<file path="src/rtl/lift_scan_if.sv">
// rtl/lift_scan_if.sv - call strobe in, car status out, for the lift scan controller
interface lift_scan_if #(
  parameter int N_FLOORS = 9
);
  localparam int FW = ($clog2(N_FLOORS) < 1) ? 1 : $clog2(N_FLOORS);

  logic                REQ_VALID;
  logic [FW-1:0]       REQ_FLOOR;
  logic [N_FLOORS-1:0] PENDING;
  logic [FW-1:0]       FLOOR;
  logic [1:0]          MOVIMENTO;
  logic                LED_G;
  logic                LED_R;
  logic                ARRIVED;

  modport master (
    output REQ_VALID, REQ_FLOOR,
    input  PENDING, FLOOR, MOVIMENTO, LED_G, LED_R, ARRIVED
  );

  modport slave (
    input  REQ_VALID, REQ_FLOOR,
    output PENDING, FLOOR, MOVIMENTO, LED_G, LED_R, ARRIVED
  );
endinterface

</file>
<file path="src/rtl/lift_scan_controller.sv">
// rtl/lift_scan_controller.sv - SCAN lift controller: latches calls, times travel and door, serves stops in sweep order
module lift_scan_controller #(
  parameter int N_FLOORS    = 9,
  parameter int FLOOR_TICKS = 50000000,
  parameter int DOOR_TICKS  = 100000000
) (
  input logic        CLOCK_50,
  input logic        RESET,
  lift_scan_if.slave bus
);
  localparam int FW = ($clog2(N_FLOORS) < 1) ? 1 : $clog2(N_FLOORS);

  typedef enum logic [1:0] {IDLE, MOVE, DOOR} state_t;

  state_t              state;
  logic                dir_up;
  logic [FW-1:0]       floor_q;
  logic [N_FLOORS-1:0] pending;
  logic [31:0]         travel_cnt;
  logic [31:0]         door_cnt;
  logic [1:0]          movimento;
  logic                led_g;
  logic                arrived;

  logic [N_FLOORS-1:0] above, below, set_bits, served_bit;
  logic [FW-1:0]       next_floor;
  logic                req_ok, req_here, at_top, at_bottom, at_end;
  logic                eff_up, ahead, behind, stop_here;

  always_comb begin
    above = '0;
    below = '0;
    for (int i = 0; i < N_FLOORS; i++) begin
      above[i] = (i > int'(floor_q));
      below[i] = (i < int'(floor_q));
    end
    req_ok   = bus.REQ_VALID && (int'(bus.REQ_FLOOR) < N_FLOORS);
    req_here = req_ok && (bus.REQ_FLOOR == floor_q);
    // A call for the floor the car stands on is answered by the door, not latched
    set_bits = '0;
    if (req_ok && !(req_here && state != MOVE))
      set_bits = N_FLOORS'(1) << bus.REQ_FLOOR;
    at_top     = (floor_q == FW'(N_FLOORS - 1));
    at_bottom  = (floor_q == '0);
    eff_up     = at_bottom || (!at_top && dir_up);
    ahead      = eff_up ? |(pending & above) : |(pending & below);
    behind     = eff_up ? |(pending & below) : |(pending & above);
    next_floor = dir_up ? floor_q + FW'(1) : floor_q - FW'(1);
    at_end     = dir_up ? at_top : at_bottom;
    served_bit = N_FLOORS'(1) << next_floor;
    stop_here  = !at_end && |(pending & served_bit);
  end

  always_ff @(posedge CLOCK_50) begin
    if (RESET) begin
      state      <= IDLE;
      dir_up     <= 1'b1;
      floor_q    <= '0;
      pending    <= '0;
      travel_cnt <= '0;
      door_cnt   <= '0;
      movimento  <= 2'd0;
      led_g      <= 1'b0;
      arrived    <= 1'b0;
    end else begin
      arrived <= 1'b0;
      pending <= pending | set_bits;
      case (state)
        IDLE: begin
          if (req_here) begin
            state    <= DOOR;
            led_g    <= 1'b1;
            door_cnt <= '0;
          end else if (ahead || behind) begin
            dir_up     <= ahead ? eff_up : ~eff_up;
            movimento  <= (ahead ? eff_up : ~eff_up) ? 2'd1 : 2'd2;
            travel_cnt <= '0;
            state      <= MOVE;
          end
        end
        MOVE: begin
          if (at_end) begin
            state      <= IDLE;
            movimento  <= 2'd0;
            travel_cnt <= '0;
          end else if (travel_cnt == 32'(FLOOR_TICKS - 1)) begin
            travel_cnt <= '0;
            floor_q    <= next_floor;
            if (stop_here) begin
              // Clear overrides a same-cycle set: this arrival serves that call
              pending   <= (pending | set_bits) & ~served_bit;
              arrived   <= 1'b1;
              led_g     <= 1'b1;
              door_cnt  <= '0;
              movimento <= 2'd0;
              state     <= DOOR;
            end
          end else begin
            travel_cnt <= travel_cnt + 32'd1;
          end
        end
        DOOR: begin
          if (req_here) begin
            door_cnt <= '0;
          end else if (door_cnt == 32'(DOOR_TICKS - 1)) begin
            led_g    <= 1'b0;
            door_cnt <= '0;
            state    <= IDLE;
          end else begin
            door_cnt <= door_cnt + 32'd1;
          end
        end
        default: state <= IDLE;
      endcase
    end
  end

  assign bus.PENDING   = pending;
  assign bus.FLOOR     = floor_q;
  assign bus.MOVIMENTO = movimento;
  assign bus.LED_G     = led_g;
  assign bus.LED_R     = ~led_g;
  assign bus.ARRIVED   = arrived;
endmodule

</file>
<file path="src/flat_wrapper.sv">
// flat-port wrapper written by rule: the top's interface ports become plain ports
module lift_scan_controller_flat 
#(
  parameter int N_FLOORS    = 9,
  parameter int FLOOR_TICKS = 50000000,
  parameter int DOOR_TICKS  = 100000000
)
  (CLOCK_50, RESET, bus_REQ_VALID, bus_REQ_FLOOR, bus_PENDING, bus_FLOOR, bus_MOVIMENTO, bus_LED_G, bus_LED_R, bus_ARRIVED);
  lift_scan_if #(.N_FLOORS(N_FLOORS)) bus_i ();
  input logic CLOCK_50;
  input logic RESET;
  input wire logic [$bits(bus_i.REQ_VALID)-1:0] bus_REQ_VALID;
  input wire logic [$bits(bus_i.REQ_FLOOR)-1:0] bus_REQ_FLOOR;
  output wire logic [$bits(bus_i.PENDING)-1:0] bus_PENDING;
  output wire logic [$bits(bus_i.FLOOR)-1:0] bus_FLOOR;
  output wire logic [$bits(bus_i.MOVIMENTO)-1:0] bus_MOVIMENTO;
  output wire logic [$bits(bus_i.LED_G)-1:0] bus_LED_G;
  output wire logic [$bits(bus_i.LED_R)-1:0] bus_LED_R;
  output wire logic [$bits(bus_i.ARRIVED)-1:0] bus_ARRIVED;
  assign bus_i.REQ_VALID = bus_REQ_VALID;
  assign bus_i.REQ_FLOOR = bus_REQ_FLOOR;
  assign bus_PENDING = bus_i.PENDING;
  assign bus_FLOOR = bus_i.FLOOR;
  assign bus_MOVIMENTO = bus_i.MOVIMENTO;
  assign bus_LED_G = bus_i.LED_G;
  assign bus_LED_R = bus_i.LED_R;
  assign bus_ARRIVED = bus_i.ARRIVED;
  lift_scan_controller #(.N_FLOORS(N_FLOORS), .FLOOR_TICKS(FLOOR_TICKS), .DOOR_TICKS(DOOR_TICKS)) u_core (.CLOCK_50(CLOCK_50), .RESET(RESET), .bus(bus_i));
endmodule
</file>
<file path="config.mk">
export PLATFORM = sky130hd
export DESIGN_NAME = lift_scan_controller_flat
export DESIGN_NICKNAME = d
export VERILOG_FILES = /design/src/rtl/lift_scan_if.sv /design/src/rtl/lift_scan_controller.sv /design/src/flat_wrapper.sv
export SDC_FILE = /design/constraint.sdc
export NUM_CORES = 1
export LEC_CHECK = 0
export ABC_CLOCK_PERIOD_IN_PS = 6250
export CORE_ASPECT_RATIO = 0.75
export CORE_MARGIN = 8
export CORE_UTILIZATION = 45
export CTS_CLUSTER_DIAMETER = 80
export DETAILED_ROUTE_END_ITERATION = 8
export SLEW_MARGIN = 20
export SYNTH_ARGS = -nofsm -noshare
export SYNTH_HDL_FRONTEND = slang
export SYNTH_SLANG_ARGS = --single-unit
</file>
<file path="constraint.sdc">
create_clock -name CLOCK_50 -period 6.25 [get_ports CLOCK_50]
set_clock_uncertainty 0.1 [all_clocks]
set_input_delay 1.25 -clock CLOCK_50 [delete_from_list [all_inputs] [get_ports CLOCK_50]]
set_output_delay 1.25 -clock CLOCK_50 [all_outputs]
set_load 0.01 [all_outputs]
</file>
==> summary.md <==
| Metric | Value |
|---|---|
| Status | `finished clean` |
| Final Net Count | `746` |
| Finish-stage setup viols | `0` |
| Setup TNS | `0 ns` |
| Non-Filler Instances | `909` |
| Dpl cells | `893` |
| Via density | `6.493` |
| Crit path capture type | `flip-flop` |
| Crit path kind | `reg2reg` |
| ANT cells | `0` |
| CTS tree | `yes` |
| Seq/Total Area, Yosys | `0.2903` |
| Initial core utilization | `0.4528` |
| I/O Pins | `25` |
| Internal Dissipation | `846.6 uW` |
| Leading cell type by number of instances after synthesis | `dfxtp_1` |
| DRC viols | `0` |
| FMAX | `0.2265 GHz` |
| Slew HR | `0.2910` |
| DR WL/cell | `18.35 um` |
| Sw Ratio | `0.2821` |
| First-pass GRT wire length | `27.26 mm` |
| P per Cell Area | `186.6 mW/mm^2` |
| Max Cap Violations | `0` |
| Sequential Power Share | `0.464` |
| Root buffer cell | `clkbuf_16` |
| GRT Total Usage | `0.1941` |
| Fin. Hold Viols | `0` |
| Net Switching | `332.7 uW` |
| Seq cells post-synth | `84` |
| WHS Path Cells | `2` |
| Synthesis Warnings | `0` |
| Hold-fix buffers, CTS | `0` |
| Post-DP HPWL | `11.18 mm` |
| Synth cell count leaders | `84 x dfxtp_1, 67 x nor2_1, 62 x a21oi_1, 55 x nand2_1, 47 x o21ai_0` |
| Syn Area/Cell | `7.743 sq um` |
| H-tree depth | `3` |
| Final WL | `16.68 mm` |
| Synth Flop Type | `dfxtp_1` |
| Cts bufs inserted | `9` |
| Pre-antenna DRT Iters | `5` |
| Area leader, netlist | `dfxtp_1` |
| Startpoint types | `flip-flop` |
| Pin count of the biggest net entering global routing | `50` |
| Hold WC Path Type | `reg2reg` |
| Post-CTS Resized | `0` |
| Initial antenna violation count | `0` |
| Worst-Skew Late Latency | `0.34 ns` |
| CP required | `6.40 ns` |
| Synth top area cells | `dfxtp_1 29%, a21oi_1 5.4%, mux2i_1 5.2%, nor2_1 4.3%, o21ai_0 4.1%` |
| Worst Path Max Fanout | `32` |
| Horiz. Die Dim | `147 um` |
| Worst slew pin tran | `1.064 ns` |
| Worst vdd ir | `0.1285 mV` |
| Synth unique cells | `74` |
| 1st-iter DRT viols | `471` |
| Std-Cell Core Area | `0.01279 sq mm` |
| Post-Syn Instances | `748` |
| CTS Buffer Depth | `2` |
| Clock share of power | `0.442` |
| Synth top area share | `0.2903` |
| Worst Reg-to-Reg Cells | `9` |
| Tcrit/Tclk final | `0.7063` |
| Fin crit period | `4.414 ns` |
| Buffer count from post-CTS setup fixing | `0` |
| Post-route ant nets | `0` |
| CTS clock-pin slew for the worst setup and hold paths | `0.07 ns` |
| Gp weighted congestion | `0.9342` |
| Post-synth ARST share | `0` |
| Area delta synth->final | `9.138%` |
| Die height | `114.3 um` |
| P_leak | `0.001989 uW` |
| Post-synthesis instance area | `0.005792 sq mm` |
| Logic gate share of total power | `0.095` |
| Arr. time, crit path | `4.56 ns` |
| GR Overflow Total | `0` |
| Share of cells above drive strength 1 | `0.06775` |
| Core Rows | `36` |
| Clock sinks | `84` |
| Port Buf Inserts | `24` |
| Post-synth EDFFs | `0` |
| Filler cells | `1239` |
| RSZ-0062 raised after global routing | `false` |
| Die area | `0.01679 sq mm` |
| Slew Viols, Final | `0` |
| Vias in the first global route | `5343` |
| Syn nets | `761` |
| DR vias | `5902` |
cell type report:
class,count,area (sq um),share of cell area
clock buffers,9,225.2,0.03563
clock inverters,7,57.56,0.009105
inverters,18,67.56,0.01069
multi-input cells,588,3780,0.5980
flip-flops and latches,84,1682,0.2660
well taps,171,214.0,0.03385
repair buffers,32,295.3,0.04671
metal layers:
layer / global-route usage / part of all wire
met5: 0 / 0
met4: 0.06640 / 0.018
met3: 0.03633 / 0.064
met2: 0.2861 / 0.43
met1: 0.2768 / 0.49
cell usage in the layout, fill, tap and decap left out, types with 19 or more instances in the layout:
| master | count |
|---|---|
| dfxtp_1 | 84 |
| nor2_1 | 66 |
| a21oi_1 | 62 |
| nand2_1 | 55 |
| o21ai_0 | 47 |
| nand3_1 | 38 |
| mux2i_1 | 30 |
| o211ai_1 | 28 |
| nand4_1 | 24 |
| and3_1 | 23 |
| clkdlybuf4s50_1 | 23 |
| nor3_1 | 19 |
registers in the layout, summed over array words and instances, names as in the netlist:
register	cells
u_core.dir_up	1
u_core.bus.MOVIMENTO	2
u_core.state	2
u_core.door_cnt	32
u_core.bus.PENDING	9
u_core.travel_cnt	32
u_core.bus.FLOOR	4
u_core.bus.LED_G	1
u_core.bus.ARRIVED	1
cell families after synthesis:
family | synth area share
DFF | 0.2903
buffers and inverters | 0.05941
adders and majority gates | 0.01469
AOI/OAI and AO/OA | 0.2908
muxes | 0.05379
xor gates and xnor gates | 0.02376
and+or+nand+nor | 0.2672
worst max-delay path: stages (launching register included):
cell and delay (ns):
dfxtp_1 0.84, inv_2 0.16, ha_1 0.46, xnor2_1 0.48, mux2_1 0.37, a221o_1 0.37, and3_1 0.29, o21ai_4 0.77
nand2_4 0.18, a311oi_2 0.30
power groups by stage:
stage | logic (uW) | clock network, uW | registers, uW
4_1_cts | 110 | 530 | 546
5_1_grt | 122 | 551 | 547
3_5_place_dp | 110 | 0 | 559
2_1_floorplan | 83.5 | 0 | 555
3_3_place_gp | 107 | 0 | 558
6_report | 111 | 521 | 547
path summary, 6_finish.rpt:
check	to	start	slack [ns]
worst max register to register	u_core.door_cnt[3]	u_core.bus.FLOOR[0]	1.84
worst min register to register	u_core.door_cnt[16]	u_core.door_cnt[16]	0.39
worst max-delay path	u_core.door_cnt[3]	u_core.bus.FLOOR[0]	1.84
worst min-delay path	u_core.door_cnt[16]	u_core.door_cnt[16]	0.39
metrics by stage:
stage | util | power, uW | hold slack [ns] | area, sq um | setup slack, ns
floorplan | - | 638.5 | 0.3456 | 5792 | 2.796
global placement | 0.4714 | 665.1 | 0.3641 | 6031 | 2.014
detailed placement | 0.4714 | 668.6 | 0.3746 | 6031 | 1.872
CTS | 0.4935 | 1186 | 0.3836 | 6314 | 1.845
global route | 0.4941 | 1221 | 0.4158 | 6321 | 1.515
finish | 0.4941 | 1179 | 0.3899 | 6321 | 1.836
Note: power is estimated with default switching activity, not from simulation.
